==> config.mk <==
export PLATFORM = sky130hd
export DESIGN_NAME = dice_roll_arbiter
export DESIGN_NICKNAME = d
export VERILOG_FILES = /design/src/rtl/dice_pkg.sv /design/src/rtl/rr_arbiter.sv /design/src/rtl/dice_roll_arbiter.sv
export SDC_FILE = /design/constraint.sdc
export NUM_CORES = 1
export LEC_CHECK = 0
export ABC_CLOCK_PERIOD_IN_PS = 3300
export BUFFER_PORTS_ARGS = -buffer_cell sky130_fd_sc_hd__buf_2
export CAP_MARGIN = 15
export CORE_ASPECT_RATIO = 0.5
export CORE_MARGIN = 2
export CORE_UTILIZATION = 34
export DETAILED_ROUTE_END_ITERATION = 12
export GPL_TIMING_DRIVEN = 0
export HOLD_SLACK_MARGIN = 0.1
export PLACE_DENSITY = 0.57
export SYNTH_ARGS = -nofsm -noshare
export SYNTH_HDL_FRONTEND = slang
export SYNTH_SLANG_ARGS = --single-unit
==> constraint.sdc <==
create_clock -name clk -period 3.3 [get_ports clk]
set_clock_uncertainty 0.05 [all_clocks]
set_input_delay 0.33 -clock clk [delete_from_list [all_inputs] [get_ports clk]]
set_output_delay 0.33 -clock clk [all_outputs]
set_load 0.005 [all_outputs]
==> src/rtl/dice_pkg.sv <==
`default_nettype none
// ============================================================================
// Module   : dice_pkg
// Purpose  : Die codes, side-count lookup and sequencer state type shared by
//            the dice roll arbiter and its testbench.
// Revision : 1.0
// ============================================================================
package dice_pkg;

    localparam logic [1:0] DIE_D4  = 2'b00;
    localparam logic [1:0] DIE_D6  = 2'b01;
    localparam logic [1:0] DIE_D8  = 2'b10;
    localparam logic [1:0] DIE_D20 = 2'b11;

    typedef enum logic [2:0] {
        ST_IDLE    = 3'd0,
        ST_SETUP   = 3'd1,
        ST_ROLL    = 3'd2,
        ST_SETTLE  = 3'd3,
        ST_CAPTURE = 3'd4,
        ST_RESULT  = 3'd5
    } state_t;

    function automatic logic [7:0] die_sides(input logic [1:0] code);
        case (code)
            DIE_D4:  return 8'd4;
            DIE_D6:  return 8'd6;
            DIE_D8:  return 8'd8;
            default: return 8'd20;
        endcase
    endfunction

endpackage
`default_nettype wire

==> src/rtl/rr_arbiter.sv <==
`default_nettype none
// ============================================================================
// Module   : rr_arbiter
// Purpose  : Combinational round-robin pick; the search starts just after the
//            last granted index and wraps around.
// Revision : 1.0
// ============================================================================
module rr_arbiter #(
    parameter int N = 4
) (
    input  logic [N-1:0]         req,
    input  logic [$clog2(N)-1:0] last,
    output logic [N-1:0]         grant,
    output logic [$clog2(N)-1:0] idx
);

    localparam int IW = $clog2(N);

    logic          found;
    logic [IW-1:0] cand;

    always_comb begin
        grant = '0;
        idx   = '0;
        found = 1'b0;
        cand  = '0;
        for (int k = 1; k <= N; k++) begin
            cand = IW'((int'(last) + k) % N);
            if (!found && req[cand]) begin
                found       = 1'b1;
                grant[cand] = 1'b1;
                idx         = cand;
            end
        end
    end

endmodule
`default_nettype wire

==> src/rtl/dice_roll_arbiter.sv <==
`default_nettype none
// ============================================================================
// Module   : dice_roll_arbiter
// Purpose  : Shares one dice_roller among N_REQ requesters: round-robin grant,
//            fixed roll/settle sequencing, range-checked result handshake.
// Revision : 1.0
// ============================================================================
module dice_roll_arbiter
    import dice_pkg::*;
#(
    parameter int N_REQ         = 4,
    parameter int ROLL_CYCLES   = 10,
    parameter int SETTLE_CYCLES = 2
) (
    input  logic                     clk,
    input  logic                     reset,
    input  logic [N_REQ-1:0]         req,
    input  logic [2*N_REQ-1:0]       req_die,
    output logic [N_REQ-1:0]         gnt,
    output logic [1:0]               dr_die_select,
    output logic                     dr_roll,
    input  logic [7:0]               dr_rolled_number,
    output logic                     res_valid,
    input  logic                     res_ready,
    output logic [$clog2(N_REQ)-1:0] res_id,
    output logic [7:0]               res_number,
    output logic                     res_err,
    output logic                     busy
);

    localparam int IDW     = $clog2(N_REQ);
    localparam int CNT_MAX = (ROLL_CYCLES > SETTLE_CYCLES) ? ROLL_CYCLES : SETTLE_CYCLES;
    localparam int CW      = $clog2(CNT_MAX + 1);

    state_t           state_q;
    logic [CW-1:0]    cnt_q;
    logic [IDW-1:0]   last_q;
    logic [IDW-1:0]   id_q;
    logic [N_REQ-1:0] gnt_q;
    logic [1:0]       die_q;
    logic             roll_q;
    logic             valid_q;
    logic [7:0]       number_q;
    logic             err_q;
    logic             busy_q;

    logic [N_REQ-1:0] arb_grant;
    logic [IDW-1:0]   arb_idx;
    logic [1:0]       arb_die;
    logic [7:0]       sides;
    logic             capture_err;

    rr_arbiter #(
        .N (N_REQ)
    ) u_arb (
        .req   (req),
        .last  (last_q),
        .grant (arb_grant),
        .idx   (arb_idx)
    );

    assign arb_die     = req_die[{arb_idx, 1'b0} +: 2];
    assign sides       = die_sides(die_q);
    assign capture_err = (dr_rolled_number == 8'd0) || (dr_rolled_number > sides);

    // Sequencer: gnt is a one-cycle pulse, everything else holds until changed.
    always_ff @(posedge clk) begin
        if (!reset) begin
            state_q  <= ST_IDLE;
            cnt_q    <= '0;
            last_q   <= IDW'(N_REQ - 1);
            id_q     <= '0;
            gnt_q    <= '0;
            die_q    <= DIE_D4;
            roll_q   <= 1'b0;
            valid_q  <= 1'b0;
            number_q <= '0;
            err_q    <= 1'b0;
            busy_q   <= 1'b0;
        end else begin
            gnt_q <= '0;
            unique case (state_q)
                ST_IDLE: begin
                    if (|req) begin
                        state_q <= ST_SETUP;
                        gnt_q   <= arb_grant;
                        last_q  <= arb_idx;
                        id_q    <= arb_idx;
                        die_q   <= arb_die;
                        busy_q  <= 1'b1;
                    end
                end
                ST_SETUP: begin
                    state_q <= ST_ROLL;
                    roll_q  <= 1'b1;
                    cnt_q   <= CW'(ROLL_CYCLES - 1);
                end
                ST_ROLL: begin
                    if (cnt_q == '0) begin
                        state_q <= ST_SETTLE;
                        roll_q  <= 1'b0;
                        cnt_q   <= CW'(SETTLE_CYCLES - 1);
                    end else begin
                        cnt_q <= cnt_q - CW'(1);
                    end
                end
                ST_SETTLE: begin
                    if (cnt_q == '0) begin
                        state_q <= ST_CAPTURE;
                    end else begin
                        cnt_q <= cnt_q - CW'(1);
                    end
                end
                ST_CAPTURE: begin
                    state_q  <= ST_RESULT;
                    number_q <= dr_rolled_number;
                    err_q    <= capture_err;
                    valid_q  <= 1'b1;
                end
                ST_RESULT: begin
                    if (res_ready) begin
                        state_q <= ST_IDLE;
                        valid_q <= 1'b0;
                        busy_q  <= 1'b0;
                    end
                end
                default: begin
                    state_q <= ST_IDLE;
                    roll_q  <= 1'b0;
                    valid_q <= 1'b0;
                    busy_q  <= 1'b0;
                end
            endcase
        end
    end

    assign gnt           = gnt_q;
    assign dr_die_select = die_q;
    assign dr_roll       = roll_q;
    assign res_valid     = valid_q;
    assign res_id        = id_q;
    assign res_number    = number_q;
    assign res_err       = err_q;
    assign busy          = busy_q;

endmodule
`default_nettype wire

==> results.yml <==
status:
  outcome: "finished clean"
logic_synthesis:
  synth_most_common_cell: "dfxtp_1"
  synthCells: 239
  synth_cell_type_count: 59
  ys_warn_count: 0
  synth-async-reset-ratio_pct: 0
  ys_top_cells_by_count: "dfxtp_1 (29), nand2_1 (28), nor2_1 (23), ha_1 (14), o21ai_0 (12)"
  synth_edf_count: 0
  synth_xor_area_share_pct: 0.854
  synth_top_family_by_area: "compound AO/OA/AOI/OAI gates"
  synthMuxAreaShare_pct: 6.53
  ys_ff_latch: 29
  avgSynthCellArea_um2: 8.58
  yosysSeqAreaShare_pct: 28.3
  synth_nets: 276
  yosysTopAreaCell: "dfxtp_1"
  synth_top_area_share_pct: 28.3
  synthTopCellsByArea: "dfxtp_1 (28%), ha_1 (8.5%), nand2_1 (5.1%)"
  synth_compound_area_share_pct: 27.3
  synthAdderAreaFrac_pct: 8.54
  synth_ff_type: "dfxtp_1"
  yosys.area_share.simple_pct: 22.9
  synth_area_um2: 2050
route:
  drt_iter0_markers: 70
  drc: 0
  drt-pass1-iter-count: 4
  drt_wl_total_mm: 5.03
  vias: 1920
  wl_per_cell_um: 13.9
  drt-vias-per-instance: 5.30
  antenna_left: 0
clock_network:
  postCtsSetupBuffers: 0
  holdBufCountCts: 0
  cts.repair.resized: 0
  insertion_delay_ns: 0.27
  clk_pin_slew_ns: 0.05
  clock_path_buffers: 2
  h-tree-depth: 2
  clock_tree.root_cell: "clkbuf_16"
  numCtsBuffers: 5
  clock_sinks: 29
  cts_tree: "yes"
timing:
  tns_ns: 0
  fin_crit_sh_pct: 93.2
  slew_viol_final: 0
  fin_crit_ns: 3.08
  fin_ws_ns: 0.224
  finalSetupViolations: 0
  rsz0062_at_grt: "no"
  timing.final.hold_violations: 0
  worst_pin_slew_ns: 1.10
  max_freq_ghz: 0.325
  slew_headroom_pct: 26.3
hold_path:
  hold_path.class: "in -> reg"
power_and_ir_drop:
  power_switching_mw: 0.873
  power_density_nw_per_um2: 881
  power.leakage_nw: 1.06
  power.share.clock_pct: 23.9
  ir_worst_vdd_mv: 0.305
  pwr-share-seq_pct: 23.6
  p_comb_share_pct: 52.5
  finalPower_mw: 2.23
  p_int_mw: 1.35
  switching_share_pct: 39.2
floorplanning:
  start_util_pct: 36.2
  ios: 43
  dieWidth_um: 114
  coreArea_um2: 5660
  die_height_um: 58.9
  rows: 19
  die_area_um2: 6710
critical_path:
  reg2reg_slack_ns: 0.22
  path_class: "reg -> reg"
  cp.arrival_ns: 3.16
  path_max_fanout: 10
  cp.required_ns: 3.39
  critPathLaunchType: "register"
  cp-end-kind: "register"
finish:
  final-seq-area_um2: 581
  final_layout_size_suffix_gt1_share_pct: 27.0
  area_delta_synth_final_pct: 23.3
  fillerInstances: 567
  multi_input_area_um2: 1360
  instances_no_fill: 362
  nNetsFinal: 325
  antennaDiodeCount: 0
grt:
  grt_pass1_vias: 1791
  grt_pass1_wl_mm: 8.38
  grt_use_total_pct: 15.8
  antenna_found_initial: 0
  gr-total-overflow: 0
  grt_max_degree: 11
placed_design:
  place_congestion: 0.811
  dpl_worst_slack_ns: 0.273
  place_hpwl_mm: 3.72
  dp_cells: 354
  port_buffers: 42
run:
  maxCapViolCount: 0
## layer usage
metal  vias to the layer above  track usage (%)  routed length [µm]
li1                        967                -                   -
met1                       922             20.8                2480
met2                        29             25.5                2320
met3                         2             3.81                 205
met4                         0             5.92                  19
met5                         -                0                   0
## sequential cells by signal, indices dropped and copies added (netlist names), 2 cells and up
name,cells
cnt_q,4
dr_die_select,2
gnt,4
last_q,2
res_id,2
res_number,8
state_q,3
## cell type report
| cell class | instances | area share [%] |
|---|---|---|
| plain buffers | 13 | 2.82 |
| clock buffers | 6 | 5.49 |
| clock inverters | 2 | 1.48 |
| inverters | 11 | 1.63 |
| multi-input cells | 186 | 53.7 |
| flip-flops and latches | 29 | 23.0 |
| well taps | 73 | 3.61 |
| repair buffers | 42 | 8.31 |
## logic make-up after synthesis
group,count (synthesis)
compound gates,69
xor+xnor,2
fa+ha+maj,14
buf+inv,24
flops,29
mux,10
simple gates,91
## through the flow
stage	instance area, µm²	util [%]	hold slack, ns
after global placement	2350	41.6	0.400
after global routing	2530	44.7	0.273
after floorplan	2050	-	0.410
after CTS	2530	44.7	0.263
final	2530	44.7	0.267
after detailed placement	2350	41.6	0.408
## cell usage in the layout (no fill, tap or decap), drive strengths merged, types with 4 or more instances in the layout
cell | netlist | layout
nor2b | 9 | 9
inv | 11 | 11
mux2i | 4 | 4
a22oi | 5 | 5
a21boi | 11 | 11
clkbuf | 3 | 9
ha | 14 | 14
buf | 10 | 52
nor3 | 4 | 4
mux2 | 4 | 4
a21oi | 10 | 10
nand3 | 5 | 5
a221oi | 6 | 6
o21ai | 13 | 13
nor2 | 23 | 23
dfxtp | 29 | 29
nand2 | 28 | 28
## power by group through the flow
stage	registers (mW)	logic, mW	clock network [mW]
2_1_floorplan	0.518	0.926	0
3_3_place_gp	0.528	1.14	0
3_5_place_dp	0.532	1.16	0
4_1_cts	0.524	1.17	0.546
5_1_grt	0.538	1.31	0.566
6_report	0.525	1.17	0.533
## critical path, cell delays in order, from the launching register on
cell and delay, ns:
dfxtp_1 0.46, buf_6 0.18, buf_4 0.20, inv_1 0.11, ha_1 0.35, buf_2 0.21
a21bo_2 0.26, o41ai_4 0.52, mux2_2 0.39, nand3_1 0.09, o311ai_1 0.11
## path summary, 6_finish.rpt
path / end / start / cells after the start
max reg2reg: dr_die_select[1] / last_q[0] / 10
max: dr_die_select[1] / last_q[0] / 10
min: res_number[5] / dr_rolled_number[5] / 3
min reg2reg: res_number[2] / res_number[2] / 2
(Power assumes the default switching activity.)
